[src/rtl/dmem_bridge.sv]
// Bridge between the processor load/store port and a synchronous dmem.
// It adds a req/ready handshake, a configurable read latency and a small MMIO register window.
module dmem_bridge #(
  parameter int unsigned          ADDR_W      = 12,
  parameter int unsigned          DATA_W      = 32,
  parameter int unsigned          MEM_LATENCY = 1,
  parameter logic [ADDR_W-1:0]    MMIO_BASE   = 12'hFF0,
  parameter int unsigned          MMIO_REGS   = 4
) (
  input  logic              clock,
  input  logic              reset,
  input  logic              req,
  input  logic              we,
  input  logic [ADDR_W-1:0] addr,
  input  logic [DATA_W-1:0] wdata,
  output logic              ready,
  output logic              busy,
  output logic [DATA_W-1:0] rdata,
  output logic [ADDR_W-1:0] address_dmem,
  output logic [DATA_W-1:0] data,
  output logic              wren,
  input  logic [DATA_W-1:0] q_dmem,
  output logic [DATA_W-1:0] global_debug_out,
  output logic [1:0]        state_dbg
);

  // Handshake: req/we/addr/wdata are sampled only in IDLE and must be held
  // until ready. ready pulses for one cycle, after busy has already dropped,
  // so a request held through the ready cycle is accepted at its closing edge.

  localparam int unsigned IDX_W = (MMIO_REGS > 1) ? $clog2(MMIO_REGS) : 1;
  localparam logic [ADDR_W:0] MMIO_LO = {1'b0, MMIO_BASE};
  localparam logic [ADDR_W:0] MMIO_HI = MMIO_LO + (ADDR_W+1)'(MMIO_REGS - 1);

  typedef enum logic [1:0] {
    IDLE   = 2'd0,
    MEM_RD = 2'd1,
    DONE   = 2'd2
  } state_t;

  state_t            state;
  logic [2:0]        cnt;
  logic              rd_pend;
  logic [DATA_W-1:0] mmio [MMIO_REGS];

  logic              mmio_hit;
  logic [IDX_W-1:0]  mmio_idx;

  assign mmio_hit         = ({1'b0, addr} >= MMIO_LO) && ({1'b0, addr} <= MMIO_HI);
  assign mmio_idx         = IDX_W'(addr - MMIO_BASE);
  assign busy             = (state != IDLE);
  assign state_dbg        = state;
  assign global_debug_out = mmio[0];

  always_ff @(posedge clock or negedge reset) begin
    if (!reset) begin
      state        <= IDLE;
      cnt          <= 3'd0;
      rd_pend      <= 1'b0;
      ready        <= 1'b0;
      wren         <= 1'b0;
      rdata        <= '0;
      address_dmem <= '0;
      data         <= '0;
      for (int i = 0; i < MMIO_REGS; i++) mmio[i] <= '0;
    end else begin
      ready <= 1'b0;
      wren  <= 1'b0;
      case (state)
        IDLE: begin
          if (req) begin
            if (mmio_hit) begin
              if (we) mmio[mmio_idx] <= wdata;
              else    rdata          <= mmio[mmio_idx];
              state <= DONE;
            end else begin
              address_dmem <= addr;
              if (we) begin
                data  <= wdata;
                wren  <= 1'b1;
                state <= DONE;
              end else begin
                cnt     <= 3'(MEM_LATENCY);
                rd_pend <= 1'b1;
                state   <= MEM_RD;
              end
            end
          end
        end
        MEM_RD: begin
          cnt <= cnt - 3'd1;
          if (cnt == 3'd1) state <= DONE;
        end
        DONE: begin
          // q_dmem has been stable for a full cycle here, so capture is race-free.
          if (rd_pend) rdata <= q_dmem;
          rd_pend <= 1'b0;
          ready   <= 1'b1;
          state   <= IDLE;
        end
        default: state <= IDLE;
      endcase
    end
  end

endmodule

[config.mk]
export PLATFORM = sky130hd
export DESIGN_NAME = dmem_bridge
export DESIGN_NICKNAME = d
export VERILOG_FILES = /design/src/rtl/dmem_bridge.sv
export SDC_FILE = /design/constraint.sdc
export NUM_CORES = 1
export LEC_CHECK = 0
export CORE_ASPECT_RATIO = 1.25
export CORE_UTILIZATION = 40
export CTS_BUF_LIST = sky130_fd_sc_hd__clkbuf_8
export CTS_CLUSTER_DIAMETER = 40
export DETAILED_ROUTE_END_ITERATION = 8
export GPL_ROUTABILITY_DRIVEN = 0
export GPL_TIMING_DRIVEN = 0
export PLACE_DENSITY = 0.78
export SYNTH_ARGS = -nofsm -noshare
export SYNTH_HDL_FRONTEND = slang
export SYNTH_SLANG_ARGS = --single-unit
[constraint.sdc]
create_clock -name clock -period 1.8 [get_ports clock]
set_input_delay 0.27 -clock clock [delete_from_list [all_inputs] [get_ports clock]]
set_output_delay 0.27 -clock clock [all_outputs]
set_load 0.1 [all_outputs]
======== After elaboration in Yosys (flattened, before gate mapping) ========
Cells that the tools add are included.
Widths: inputs -> output; s select.
word-level totals
  register bits ........................... 212
  bits in latches ......................... 0
  RAM bits ................................ 0
  bits in read-only memories .............. 0
  bits of input ports ..................... 80
  output and inout port bits .............. 113
  logic and storage cells ................. 71
  memories ................................ 0
cells by class
  add/subtract/negate cells ............... 2
  multipliers ............................. 0
  divide/modulo/power cells ............... 0
  order comparisons ....................... 4
  eq/ne operators ......................... 9
  shift-type cells ........................ 0
  mux-type cells .......................... 29
  bitwise operators ....................... 2
  reductions and logical operators ........ 13
operator list
  kind                  number
  $mux 32               7
  $bwmux 128            1
  $bmux 32 s2           1
  $demux 32 s2          1
  $pmux 32 s2           1
  $reduce_and 4->1      4
  $ge 12x12->1 const B  1
  $le 12x12->1 const B  1
  $ne 2x2->1 const B    6
  $mux 3                3
  $mux 1                8
  $mux 2                4
  $pmux 3 s2            1
  $reduce_bool 2->1     3
  $reduce_and 5->1      1
  $pmux 2 s2            1
  $eq 3x1->1 const B    1
  $ge 3x3->1 const B    1
  $lt 3x1->1 const B    1
  $not 2->3             1
  $reduce_and 3->1      1
  $sub 3x1->3 const B   1
  $eq 2x1->1 const B    1
  $eq 2x2->1 const B    1
  other kinds (6)       7

======== Logic depth before layout (Yosys ltp) ========
  word-level depth ........................ 9
  gate-level depth with buffers ........... 7
  mapped depth without buffers ............ 4

======== Least setup slack after synthesis ========
Ideal clock, no wire load.
  path kind ............................... register -> register
  start ................................... register state[0], in the netlist state_dbg[0]
  end ..................................... register rdata[0]
  data arrival time ....................... 2.349 ns
  path slack .............................. -0.675 ns
  stages on the path, launching flop included .. 6
  path buffers ............................ 2
  clock period less this slack ............ 2.475 ns
  path through ............................ dfrtp_1 > buf_2 > or4b_4 > o41ai_4 > buf_2 > a21oi_1
on the way
  word-level cells in the longest chain between the ends .. 3
RTL lines
  element                                                    RTL line  text
  from (decl)                                                41        state_t state;
  from (signal assigned)                                     57        state <= IDLE;
  from (signal assigned)                                     75        state <= DONE;
  from (signal assigned)                                     81        state <= DONE;
  $eq 2x2->1 or $logic_not 2->1 (tied branches)              69        case (state)
  $ne 2x2->1 (no line) or $reduce_bool 2->1 (tied branches)  --
  $reduce_and 5->1 (no line)                                 --
  to (signal assigned)                                       74        else rdata <= mmio[mmio_idx];
  to (signal assigned)                                       96        if (rd_pend) rdata <= q_dmem;
  to (decl)                                                  18        output logic [DATA_W-1:0] rdata,
Several ways; a longest one is shown, not always the timed one.
A chain may end at the register's enable or synchronous reset.

======== Worst setup path after layout ========
  start ................................... register state[0], in the netlist state_dbg[0]
  end ..................................... register rdata[15]
Same word-level chain as after synthesis.

==> implementation parameters <==
Parameter                              Value

Status
  Result of the run ... finished, violations left
  Failing checks ... DRC, setup timing

Clock tree
  Clk pin slew, worst setup/hold paths ... roughly 0.060 ns
  Root buffer cell ... sky130_fd_sc_hd__clkbuf_8
  H-tree Lvls ... 2
  Clock sinks ... approximately 210
  Clock network latency to the later pin of the worst-skew pair ... 0.52 ns
  Buffer depth of the longest clock path ... 3
  Clock tree from TritonCTS ... built
  Inserted Clock Buffers ... 37

Setup path
  Cell with the largest stage delay on the worst path ... sky130_fd_sc_hd__or4b_4
  Cell-by-cell trace of the critical path ... buf_6 -> or4b_4 -> o41ai_4 -> buf_6 -> buf_6 -> buf_12 -> buf_12 -> nor2_4 -> a21oi_2
  Critical path fanouts, max ... 5
  Data required time at the worst endpoint ... around 2.3 ns
  Minimum setup slack among reg-to-reg paths ... -0.39 ns
  Worst path max stage delay ... 0.54 ns
  Cell class contributing the biggest share of worst-path delay ... buffers and inverters
  Data arrival, critical path ... approximately 2.6 ns
  Reg-to-Reg End ... rdata[15]$_DFFE_PN0P_
  Startpoint kind of the worst setup timing path ... flop
  WP buf/inv ... 5
  Setup crit end kind ... flop
  Crit path top cell by count ... sky130_fd_sc_hd__buf_6
  Setup CP Type ... reg2reg
  Worst R2R Path Depth ... 9
  Launch instance of the worst register-to-register path ... state_dbg[0]$_DFFE_PN0P_

Floorplanning
  Row count ... 62
  Starting density of the core ... 40.6%
  Width of the die ... 139 µm
  Core area ... approximately 0.023 mm²
  Total Die Area ... between 0.02 and 0.025 mm²
  I/O pin count ... between 150 and 200
  Die outline height ... between 150 and 200 µm

Logic synthesis
  Number of distinct library cell variants in the gate-level netlist after synthesis ... 35
  Register bit count reported by yosys ... around 210
  Synth warn ... 0
  Largest cells by area after synthesis ... sky130_fd_sc_hd__dfrtp_1 (57%), sky130_fd_sc_hd__mux2_2 (21%), sky130_fd_sc_hd__mux4_2 (7.7%)
  Post-Syn Instances ... roughly 620
  Sequential-to-total area share from yosys stat ... 56.9%
  Fraction of post-synthesis cell area in the top cell type by area ... a little under three fifths
  Syn Area/Cell ... between 10 and 15 µm²
  Top cell type by total area after synthesis ... sky130_fd_sc_hd__dfrtp_1
  Mapped cell area ... a little over 0.009 mm²
  Number of nets produced by synthesis ... 706

Cells and area
  Fillers ... 1833
  Synthesis-to-finish area growth ... 46.1%
  Sequential cell area in the final layout ... about 0.0053 mm²
  Total inserted antenna cells ... 0
  Total area of multi-input combinational cells ... about 0.0040 mm²
  Number of nets in the layout ... roughly 1000
  Share of final-layout standard cells stronger than drive strength 1 ... between 50% and 60%

Power and ir drop
  Int Power ... around 0.011 W
  Net switching fraction of the power ... roughly 50%
  Net Switching ... ~0.011 W
  Proportion of power drawn by flip-flops and latches ... between 20% and 30%
  Leakage ... 6.61 nW
  Clock Power Share ... 19.8%
  Combinational Power Share ... between 50 and 60%
  IR drop worst, VDD ... around 1.1 mV
  Power per standard cell area ... roughly 1700 mW/mm²

Placement
  IO Port Bufs ... between 150 and 200
  Half-perimeter wire length of the detailed placement result ... 15300 µm
  Post-Place Worst Slack ... -1.06 ns

GRT
  First-pass GRT wire length ... 37200 µm
  Initial antenna violation count ... 0
  GR Util All Layers ... 20.0%
  Aggregate global routing overflow ... 0
  Vias in the first global route ... 6620
  Largest net degree at the start of global routing ... around 110

STA
  Peak clock frequency supported by timing ... between 0.4 and 0.5 GHz
  Clock skew after layout ... ~0.016 ns
  Transition time at the pin with the least slew margin ... 0.848 ns
  Final period demand of the worst path ... roughly 2.2 ns
  Unrepaired setup endpoints after global routing ... true
  Worst Setup Slack, final ... -0.391 ns
  Max-slew violation count ... 0
  Remaining max-slew budget at the tightest pin ... between 40 and 50%
  Post-route clock period utilization ... 122%
  Worst hold margin ... ~0.37 ns
  Final Hold Violating Endpoints ... 0
  Total of endpoints with negative setup slack in the final report ... about 170

Drt
  Count of unresolved DRC violations after routing ... 11
  Routed vias ... approximately 6000
  DR pass1 iterations ... 8
  Number of nets with antenna violations after detailed routing ... 0
  Final Routed Wirelength ... about 24000 µm
  First-iteration detailed-routing DRC count ... 215
  Final routed wire length divided by cell count ... around 20 µm
  Vias per cell ... ~5

Worst hold path
  Hold crit path type ... in2async

Job
  Max Cap Violations ... 0
[area by class of cell]
| type | instances | share of cell area (%) |
|---|---|---|
| flip-flops and latches | 212 | 39.0 |
| multi-input cells | 337 | 29.3 |
| repair buffers | 234 | 17.9 |
| plain buffers | 69 | 5.37 |
| clock buffers | 49 | 4.95 |
| well taps | 288 | 2.64 |
| clock inverters | 16 | 0.689 |
| inverters | 6 | 0.165 |
[layout by cell type, fill, tap and decap left out, types with 2 or more instances in the layout]
master                            count
sky130_fd_sc_hd__nand2_1              3
sky130_fd_sc_hd__nand3b_1             3
sky130_fd_sc_hd__mux4_2              32
sky130_fd_sc_hd__ha_1                 2
sky130_fd_sc_hd__clkbuf_8            50
sky130_fd_sc_hd__clkdlybuf4s15_2     68
sky130_fd_sc_hd__buf_6               24
sky130_fd_sc_hd__clkdlybuf4s50_1     76
sky130_fd_sc_hd__inv_1               17
sky130_fd_sc_hd__a21oi_2             23
sky130_fd_sc_hd__a21oi_1              9
sky130_fd_sc_hd__buf_4               43
sky130_fd_sc_hd__buf_16               5
sky130_fd_sc_hd__mux2i_1             33
sky130_fd_sc_hd__mux2_2             137
sky130_fd_sc_hd__dfrtp_1            210
sky130_fd_sc_hd__buf_8                6
sky130_fd_sc_hd__o21ai_0              4
sky130_fd_sc_hd__clkbuf_16            6
sky130_fd_sc_hd__nor2_1               6
sky130_fd_sc_hd__nand2b_1             2
sky130_fd_sc_hd__clkinv_2             3
sky130_fd_sc_hd__nor2_4              15
sky130_fd_sc_hd__buf_2               42
sky130_fd_sc_hd__clkbuf_1             5
sky130_fd_sc_hd__clkdlybuf4s18_2      7
sky130_fd_sc_hd__nor2_2              13
sky130_fd_sc_hd__buf_12              17
sky130_fd_sc_hd__nand4bb_4            2
sky130_fd_sc_hd__mux2_4              35
[worst reg2reg max path: stages, from the launching register on]
cell and delay, ns:
sky130_fd_sc_hd__dfrtp_4 0.47, sky130_fd_sc_hd__buf_6 0.13, sky130_fd_sc_hd__or4b_4 0.54, sky130_fd_sc_hd__o41ai_4 0.31, sky130_fd_sc_hd__buf_6 0.18, sky130_fd_sc_hd__buf_6 0.13, sky130_fd_sc_hd__buf_12 0.10, sky130_fd_sc_hd__buf_12 0.12
sky130_fd_sc_hd__nor2_4 0.04, sky130_fd_sc_hd__a21oi_2 0.10
[state kept, by name (all words and copies together) (netlist names)]
name	count
address_dmem	12
state_dbg	2
cnt	3
wren	1
mmio	96
rdata	32
rd_pend	1
global_debug_out	32
ready	1
data	32
[how the worst max path moves through the flow]
stage          slack [ns]                      from                       end  depth (start not counted)
2_1_floorplan       -0.43  state_dbg[0]$_DFFE_PN0P_      rdata[0]$_DFFE_PN0P_                          5
3_3_place_gp       -10.15                     reset  state_dbg[0]$_DFFE_PN0P_                          1
3_5_place_dp        -1.06                   addr[2]      mmio[79]$_DFFE_PN0P_                          6
4_1_cts             -0.42  state_dbg[0]$_DFFE_PN0P_      mmio[55]$_DFFE_PN0P_                          8
5_1_grt             -0.47  state_dbg[0]$_DFFE_PN0P_     rdata[15]$_DFFE_PN0P_                          9
6_report            -0.39  state_dbg[0]$_DFFE_PN0P_     rdata[15]$_DFFE_PN0P_                          9
[synthesized netlist by cell type (all sizes together)]
master   count
o311a        1
o21bai       1
buf         62
mux2i       33
and3         1
o2bb2ai      1
nand4        1
nor3         1
clkbuf       7
o21a         1
or4b         1
nor3b        1
mux4        32
o211a        1
nand2b       2
a21oi       32
a31o         1
or2          2
nand2        4
ha           2
o21ai        5
o41ai        1
o31ai        1
inv          6
dfrtp      212
nand3b       3
nor4         1
nand4bb      2
nor2        34
mux2       172
[logic make-up after synthesis]
kind of cell	share of synthesized area [%]
muxes	32.0
DFF	56.9
buffers and inverters	4.98
and+or+nand+nor	2.88
AOI/OAI and AO/OA	2.98
adders and majority gates	0.268
[timing repair]
action	in CTS	in global routing
pin swaps	5	4
setup endpoints to repair	312	206
buffers inserted	27	5
gates resized for setup	505	69
hold buffers	1	0
endpoints found under the hold margin	102	0
cloned	5	7
[power by group through the flow]
stage | registers (W) | clock network, W | logic [W]
6_report | 0.00637 | 0.00450 | 0.0119
5_1_grt | 0.00650 | 0.00485 | 0.0122
4_1_cts | 0.00633 | 0.00462 | 0.0116
3_5_place_dp | 0.00633 | 0 | 0.0113
3_3_place_gp | 0.00630 | 0 | 0.0112
2_1_floorplan | 0.0129 | 0 | 0.00190
[through the flow]
stage               setup TNS [ns]  cells  utilization, %  total power [W]  area (µm²)
floorplan                   -52.93    624               -           0.0148        9590
global placement          -2001.89   1102            51.6           0.0175       11800
detailed placement         -176.47   1103            51.7           0.0177       11900
CTS                         -55.71   1201            57.9           0.0226       13300
global route                -64.71   1211            59.4           0.0236       13600
finish                      -52.79   1211            59.4           0.0227       13600
[routing by layer]
layer,GRT usage [%],share of wire (%)
met2,35.0,52
met3,3.32,3.1
met5,0,0
met4,7.68,3.0
met1,24.7,42
No activity file was read; power rests on OpenSTA's default activity.
